### src/rtl/my_pipelined_shifter.sv
// Three-stage pipelined 32-bit shifter (SLL/SRL/SRA/pass) with per-stage valid/ready
// handshaking, bubble collapsing and a synchronous flush for branch mispredicts.
module my_pipelined_shifter (
    input  logic        clock,
    input  logic        reset_n,
    input  logic        flush,
    input  logic        in_valid,
    output logic        in_ready,
    input  logic [31:0] data_in,
    input  logic [4:0]  shamt,
    input  logic [1:0]  op,
    input  logic [4:0]  tag_in,
    output logic        out_valid,
    input  logic        out_ready,
    output logic [31:0] data_out,
    output logic [4:0]  tag_out,
    output logic        busy
);

    localparam logic [1:0] OP_SLL = 2'b00;
    localparam logic [1:0] OP_SRL = 2'b01;
    localparam logic [1:0] OP_SRA = 2'b10;

    // One conditional sub-shift; SRA fills from the sign captured at accept.
    function automatic logic [31:0] f_sub_shift(
        input logic [31:0] d,
        input logic        en,
        input logic [4:0]  k,
        input logic [1:0]  o,
        input logic        sign
    );
        logic [31:0] r;
        r = d;
        if (en) begin
            case (o)
                OP_SLL:  r = d << k;
                OP_SRL:  r = d >> k;
                OP_SRA:  r = (d >> k) | (~(32'hFFFF_FFFF >> k) & {32{sign}});
                default: r = d;
            endcase
        end else begin
            r = d;
        end
        return r;
    endfunction

    logic        r_s1_valid;
    logic [31:0] r_s1_data;
    logic [2:0]  r_s1_shamt;
    logic [1:0]  r_s1_op;
    logic [4:0]  r_s1_tag;
    logic        r_s1_sign;

    logic        r_s2_valid;
    logic [31:0] r_s2_data;
    logic        r_s2_sh0;
    logic [1:0]  r_s2_op;
    logic [4:0]  r_s2_tag;
    logic        r_s2_sign;

    logic        r_s3_valid;
    logic [31:0] r_s3_data;
    logic [4:0]  r_s3_tag;

    logic        w_s3_open;
    logic        w_s2_open;
    logic        w_s1_open;
    logic        w_in_fire;
    logic        w_s1_move;
    logic        w_s2_move;
    logic [31:0] w_s1_data;
    logic [31:0] w_s2_data;
    logic [31:0] w_s3_data;

    // A stage is open when empty or when its occupant leaves this same cycle.
    assign w_s3_open = !r_s3_valid || out_ready;
    assign w_s2_open = !r_s2_valid || w_s3_open;
    assign w_s1_open = !r_s1_valid || w_s2_open;
    assign in_ready  = !flush && w_s1_open;
    assign w_in_fire = in_valid && in_ready;
    assign w_s1_move = r_s1_valid && w_s2_open && !flush;
    assign w_s2_move = r_s2_valid && w_s3_open && !flush;

    assign w_s1_data = f_sub_shift(f_sub_shift(data_in, shamt[4], 5'd16, op, data_in[31]),
                                   shamt[3], 5'd8, op, data_in[31]);
    assign w_s2_data = f_sub_shift(f_sub_shift(r_s1_data, r_s1_shamt[2], 5'd4, r_s1_op, r_s1_sign),
                                   r_s1_shamt[1], 5'd2, r_s1_op, r_s1_sign);
    assign w_s3_data = f_sub_shift(r_s2_data, r_s2_sh0, 5'd1, r_s2_op, r_s2_sign);

    // Valid bits for all three stages; flush empties the pipe.
    always_ff @(posedge clock or negedge reset_n) begin
        if (!reset_n) begin
            r_s1_valid <= 1'b0;
            r_s2_valid <= 1'b0;
            r_s3_valid <= 1'b0;
        end else if (flush) begin
            r_s1_valid <= 1'b0;
            r_s2_valid <= 1'b0;
            r_s3_valid <= 1'b0;
        end else begin
            if (w_s1_open) begin
                r_s1_valid <= w_in_fire;
            end
            if (w_s2_open) begin
                r_s2_valid <= r_s1_valid;
            end
            if (w_s3_open) begin
                r_s3_valid <= r_s2_valid;
            end
        end
    end

    // Stage 1 payload: 16/8-bit shifts plus captured controls.
    always_ff @(posedge clock or negedge reset_n) begin
        if (!reset_n) begin
            r_s1_data  <= 32'h0;
            r_s1_shamt <= 3'd0;
            r_s1_op    <= 2'b00;
            r_s1_tag   <= 5'd0;
            r_s1_sign  <= 1'b0;
        end else if (w_in_fire) begin
            r_s1_data  <= w_s1_data;
            r_s1_shamt <= shamt[2:0];
            r_s1_op    <= op;
            r_s1_tag   <= tag_in;
            r_s1_sign  <= data_in[31];
        end
    end

    // Stage 2 payload: 4/2-bit shifts.
    always_ff @(posedge clock or negedge reset_n) begin
        if (!reset_n) begin
            r_s2_data <= 32'h0;
            r_s2_sh0  <= 1'b0;
            r_s2_op   <= 2'b00;
            r_s2_tag  <= 5'd0;
            r_s2_sign <= 1'b0;
        end else if (w_s1_move) begin
            r_s2_data <= w_s2_data;
            r_s2_sh0  <= r_s1_shamt[0];
            r_s2_op   <= r_s1_op;
            r_s2_tag  <= r_s1_tag;
            r_s2_sign <= r_s1_sign;
        end
    end

    // Stage 3 output register: final 1-bit shift.
    always_ff @(posedge clock or negedge reset_n) begin
        if (!reset_n) begin
            r_s3_data <= 32'h0;
            r_s3_tag  <= 5'd0;
        end else if (w_s2_move) begin
            r_s3_data <= w_s3_data;
            r_s3_tag  <= r_s2_tag;
        end
    end

    assign out_valid = r_s3_valid;
    assign data_out  = r_s3_data;
    assign tag_out   = r_s3_tag;
    assign busy      = r_s1_valid | r_s2_valid | r_s3_valid;

endmodule

### config.mk
export PLATFORM = sky130hd
export DESIGN_NAME = my_pipelined_shifter
export DESIGN_NICKNAME = d
export VERILOG_FILES = /design/src/rtl/my_pipelined_shifter.sv
export SDC_FILE = /design/constraint.sdc
export NUM_CORES = 1
export LEC_CHECK = 0
export ABC_AREA = 1
export CAP_MARGIN = 20
export CORE_UTILIZATION = 44
export DETAILED_ROUTE_END_ITERATION = 6
export GPL_TIMING_DRIVEN = 0
export SYNTH_ARGS = -nofsm -noshare
export SYNTH_HDL_FRONTEND = slang
export SYNTH_SLANG_ARGS = --single-unit
### constraint.sdc
create_clock -name clock -period 1.72 [get_ports clock]
set_clock_uncertainty 0.05 [all_clocks]
set_input_delay 0.344 -clock clock [delete_from_list [all_inputs] [get_ports clock]]
set_output_delay 0.344 -clock clock [all_outputs]
set_load 0.02 [all_outputs]
Word-level counts from Yosys, hierarchy flattened

Cells that the tools add are included.

Register bits after elaboration: 124
Bits of input ports: 49
Output and inout port bits: 40
Logic and storage cells: 63

Equality and inequality tests: 6
Muxes and demuxes: 16
Bitwise logic cells: 7
Reductions and logical operators: 19

Operators with widths:

| kind                                           | number |
|---|---|
| case mux 32 bit (3 select lines)               | 5 |
| two-way mux 32 bit                             | 5 |
| bitwise OR 16 x 32 -> 32 bit                   | 1 |
| bitwise OR 24 x 32 -> 32 bit                   | 1 |
| bitwise OR 28 x 32 -> 32 bit                   | 1 |
| bitwise OR 30 x 32 -> 32 bit                   | 1 |
| bitwise OR 31 x 32 -> 32 bit                   | 1 |
| == test 2 x 1 -> 1 bit (second input constant) | 3 |
| == test 2 bit (second input constant)          | 3 |
| logical AND 1 bit                              | 6 |
| logical NOT 2 bit                              | 3 |
| two-way mux 1 bit                              | 6 |
| nonzero test 2 bit                             | 3 |
| logical NOT 1 bit                              | 4 |
| logical OR 1 bit                               | 3 |
| bitwise OR 1 bit                               | 2 |

Logic depth before layout (Yosys ltp)

Depth in word-level cells: 8
Gate-level depth with buffers: 11
Gate-level depth less buffers: 10

Worst setup path after synthesis

Ideal clock, no wire load.

Path type: register to register
Start point: register r_s3_valid (netlist: out_valid)
End point: register r_s1_data[24]
Library setup time: 0.133 ns
Data arrival time: 1.437 ns
Required time: 1.537 ns
Path slack: 0.100 ns
Cell stages (with the launch flop): 11
Path buffers: 1
Period minus slack after synthesis: 1.620 ns
Cell sequence: dfrtp_1 > inv_1 > nor2_1 > nand3_1 > nand2_1 > inv_1 > nand2_1 > buf_2 > a21oi_1 > nand2_1 > o21ai_0

Cells in the longest elaborated chain, start to end: 6

Ends and longest elaborated chain:

| item                   | line | RTL |
|---|---|---|
| start, declared        | 61   | `logic r_s3_valid;` |
| start signal, assigned | 108  | `r_s3_valid <= r_s2_valid;` |
| logical NOT 1 bit      | 76   | `assign w_s3_open = !r_s3_valid \|\| out_ready;` |
| logical OR 1 bit       | 76   |  |
| logical OR 1 bit       | 77   | `assign w_s2_open = !r_s2_valid \|\| w_s3_open;` |
| logical OR 1 bit       | 78   | `assign w_s1_open = !r_s1_valid \|\| w_s2_open;` |
| logical AND 1 bit      | 79   | `assign in_ready = !flush && w_s1_open;` |
| named net in_ready     | 8    | `output logic in_ready,` |
| logical AND 1 bit      | 80   | `assign w_in_fire = in_valid && in_ready;` |
| end signal, assigned   | 122  | `r_s1_data <= w_s1_data;` |
| end, declared          | 48   | `logic [31:0] r_s1_data;` |

The timed path passes the listed nets, and every way through them passes these cells.
A chain may end at the register's enable or synchronous reset.

Worst setup path after layout

Start point: register r_s1_op[1]
End point: register r_s2_data[2]

Cells in the longest elaborated chain, start to end: 6
Elaborated cells between the ends (all ways): 8
Those cells by class: 2 x eq/ne; 4 x mux; 1 x bitwise; 1 x reduce/logical

Ends and longest elaborated chain:

| item                                  | line | RTL |
|---|---|---|
| start, declared                       | 50   | `logic [1:0] r_s1_op;` |
| start signal, assigned                | 124  | `r_s1_op <= op;` |
| == test 2 bit (tied with other cells) | 35   | `case (o)` |
| case mux 32 bit (3 select lines)      | 35   |  |
| two-way mux 32 bit                    | 34   | `if (en) begin` |
| bitwise OR 30 x 32 -> 32 bit          | 38   | `OP_SRA: r = (d >> k) \| (~(32'hFFFF_FFFF >> k) & {32{sign}});` |
| case mux 32 bit (3 select lines)      | 35   |  |
| two-way mux 32 bit (*)                | 34   |  |
| end signal, assigned                  | 139  | `r_s2_data <= w_s2_data;` |
| end, declared                         | 55   | `logic [31:0] r_s2_data;` |

Every way passes the cells marked *; elsewhere a longest branch is shown, timed or not.

==> summary.md <==
| Metric | Value |
|---|---|
| Worst-skew pair later-pin latency | `420 ps` |
| Setup WS post-layout | `-34.1 ps` |
| Placed cell count | `1518` |
| CP top delay family | `simple AND/OR/NAND/NOR gates` |
| Clock-pin slew on the worst setup and hold paths | `approximately 60 ps` |
| Worst slew margin | `between 60% and 70%` |
| CP Class | `flip-flop to flip-flop` |
| Failing checks | `negative setup slack` |
| Final hold vios | `0` |
| Pwr dens | `about 1200 mW/mm2` |
| Yosys reg bits | `124` |
| Synthesized net count | `~1300` |
| GRT overflow | `0` |
| Library cells used by synthesis | `28` |
| Post-route total power | `12.0 mW` |
| Mapped cell area | `0.00788 mm2` |
| Die width | `between 100 and 150 um` |
| Worst EP required | `a little under 2000 ps` |
| Vias in the first global route | `7833` |
| Slowest stage delay, CP | `between 400 and 500 ps` |
| Setup violators final | `2` |
| Area of the core | `around 0.017 mm2` |
| Post-DR wirelength/cell | `between 15 and 20 um` |
| Port Buffer Count | `86` |
| Nets@finish | `roughly 1400` |
| Most frequent cells in the layout | `nand2_1 (395), nand3_1 (149), dfrtp_1 (122)` |
| Die Span Y | `around 140 um` |
| Drt first pass iters | `5` |
| Clock Tree Root | `clkbuf_16` |
| Post-detail-place hpwl | `about 21000 um` |
| Fill cells | `between 1500 and 2000` |
| Syn avg cell area | `6.53 um2` |
| Final min period | `between 1500 and 2000 ps` |
| Arr. time, crit path | `approximately 2000 ps` |
| Final Max Slew Viols | `0` |
| Synthesized instance count | `1206` |
| Die Footprint | `0.0184 mm2` |
| Routed Antenna Nets | `0` |
| Type of origin of the critical path | `flip-flop` |
| Worst path slowest cell | `dfrtp_2` |
| Initial antenna violation count | `0` |
| CP max FO | `10` |
| Starting Density | `approximately 45%` |
| Crit-path most repeated cell | `nand2_1` |
| I/O pins | `89` |
| Worst Path Buf+Inv | `2` |
| Global-route wire length before repair | `41600 um` |
| Final RePlAce weighted congestion | `between 0.9 and 1` |
| Largest net degree at the start of global routing | `96` |
| Via Count | `8269` |
| Leak Pwr | `between 4 and 5 nW` |
| DRC violations left | `0` |
| Peak VDD IR | `roughly 690 uV` |
| Outcome | `finished, violations left` |
| Worst Tran Pin Value | `595 ps` |
| Sequential fraction of the synthesis area | `between 30% and 40%` |
| Final Non-Filler Cells | `~1600` |
| RSZ-0062 raised after global routing | `true` |
| Yosys warnings | `0` |
| Layout cells sized above 1 | `between 10 and 15%` |
| CTS tree | `yes` |
| Bufs on Longest Clock Path | `2` |
| Final Cycle Share | `102%` |
| Highest Clock Rate | `around 570 MHz` |
| Synth-to-layout area growth | `26.6%` |
| Starting DRT DRC Count | `540` |
| Num rows | `48` |
| CP cell instances | `nand2_4, buf_12, nand2_8, buf_8, a21oi_2, o21ai_1, nand2_1, nor2_1, o21bai_1, nand2_1` |
| Vias per cell | `5.29` |
| Most common cell after layout, fill and taps aside | `nand2_1` |
| Inserted Clock Buffers | `17` |
| Crit end category | `flip-flop` |
| HP Class | `primary input to flip-flop` |
| Total track usage | `roughly 30%` |
| Maxcap violations | `0` |
| H-tree depth | `4` |
| CTS Sinks | `roughly 120` |
| Footprint of the multi-input gates | `roughly 0.0041 mm2` |
| Detailed Route WL | `around 26000 um` |
| Register area | `roughly 0.0031 mm2` |
| ANT cells | `0` |
==> layer usage <==
metal / GRT usage [%] / vias to the layer above / routed length [um]
met5: 0 / - / 0
met4: 15.4 / 0 / 1090
met3: 3.13 / 62 / 1100
met2: 51.8 / 289 / 12800
met1: 35.8 / 3771 / 11100
li1: - / 4147 / -
==> power by group <==
| part | internal, mW | leakage (nW) | switching [mW] |
|---|---|---|---|
| registers | 3.62 | 1.46 | 0.508 |
| clock network | 2.24 | 0.293 | 1.42 |
| logic | 1.53 | 3.22 | 2.67 |
| total | 7.40 | 4.97 | 4.60 |
==> tightest hold or removal path, stage by stage <==
cell,delay [ps]
buf_2,180
nand2_1,90
a21oi_1,50
==> cells in the mapped netlist <==
cell,n,area [um2]
nand4_1,6,37.5
o21ai_0,81,405
o221ai_1,2,17.5
buf_4,4,30.0
buf_6,2,22.5
buf_1,7,26.3
nor2_2,4,25.0
or2_2,8,50.1
o22ai_1,23,144
nor2_4,1,11.3
dfrtp_1,124,3100
nand2_1,404,1520
or2_0,1,6.26
inv_2,3,11.3
nand2_2,4,25.0
nand3_1,152,761
clkbuf_1,27,101
buf_2,30,150
a31oi_1,10,62.6
nand2_4,1,11.3
o21bai_1,3,22.5
inv_1,123,462
a21oi_1,79,395
a21boi_0,2,15.0
nor2_1,85,319
clkinv_1,1,3.75
o211ai_1,18,135
o2111ai_1,1,8.76
==> state kept, by name (all words and copies together), names as in the netlist, 2 cells and up <==
| signal | cells |
|---|---|
| data_out | 32 |
| r_s1_data | 32 |
| r_s2_data | 32 |
| r_s1_tag | 5 |
| r_s2_tag | 5 |
| tag_out | 5 |
| r_s1_shamt | 3 |
| r_s1_op | 2 |
| r_s2_op | 2 |
==> logic make-up after synthesis <==
logic type,Yosys count,share of synthesized area (%)
and+or+nand+nor,666,35.1
AOI/OAI and AO/OA,219,15.3
DFF,124,39.4
buffers and inverters,197,10.2
==> cell type report <==
type	instances	area share [%]
multi-input cells	885	41.4
flip-flops and latches	124	31.1
repair buffers	100	9.52
inverters	127	4.84
clock buffers	19	4.54
plain buffers	69	4.20
well taps	225	2.82
clock inverters	13	1.57
==> path summary, 6_finish.rpt <==
kind | cells after the start | to | slack, ps | start
worst max register to register | 10 | r_s2_data[2] | -30 | r_s1_op[1]
worst max-delay path | 10 | r_s2_data[2] | -30 | r_s1_op[1]
min in group asynchronous | 2 | tag_out[1] | 290 | reset_n
worst min register to register | 2 | tag_out[4] | 410 | r_s2_tag[4]
max in group asynchronous | 3 | r_s1_op[0] | 570 | reset_n
worst min-delay path | 3 | r_s1_data[25] | 240 | shamt[3]
==> metrics by stage <==
step / setup TNS [ps] / utilization [%] / setup slack (ps) / area, um2 / hold WS [ps]
after floorplan: 0 / - / 100 / 7880 / -1.59
after global placement: -622470 / 51.8 / -4510 / 9020 / 407
after detailed placement: -65420 / 52.0 / -839 / 9050 / 182
after CTS: -159 / 55.9 / -62.4 / 9740 / 222
after global routing: -298 / 57.3 / -78.8 / 9970 / 253
final: -46.4 / 57.3 / -34.1 / 9970 / 244
==> timing repair <==
action,CTS,global route
gates resized for setup,90,93
hold endpoints to repair,29,0
setup endpoints to repair,160,86
setup buffers,1,11
cloned,0,0
pin swaps,2,19
hold buffers,1,0
(Power assumes the default switching activity.)
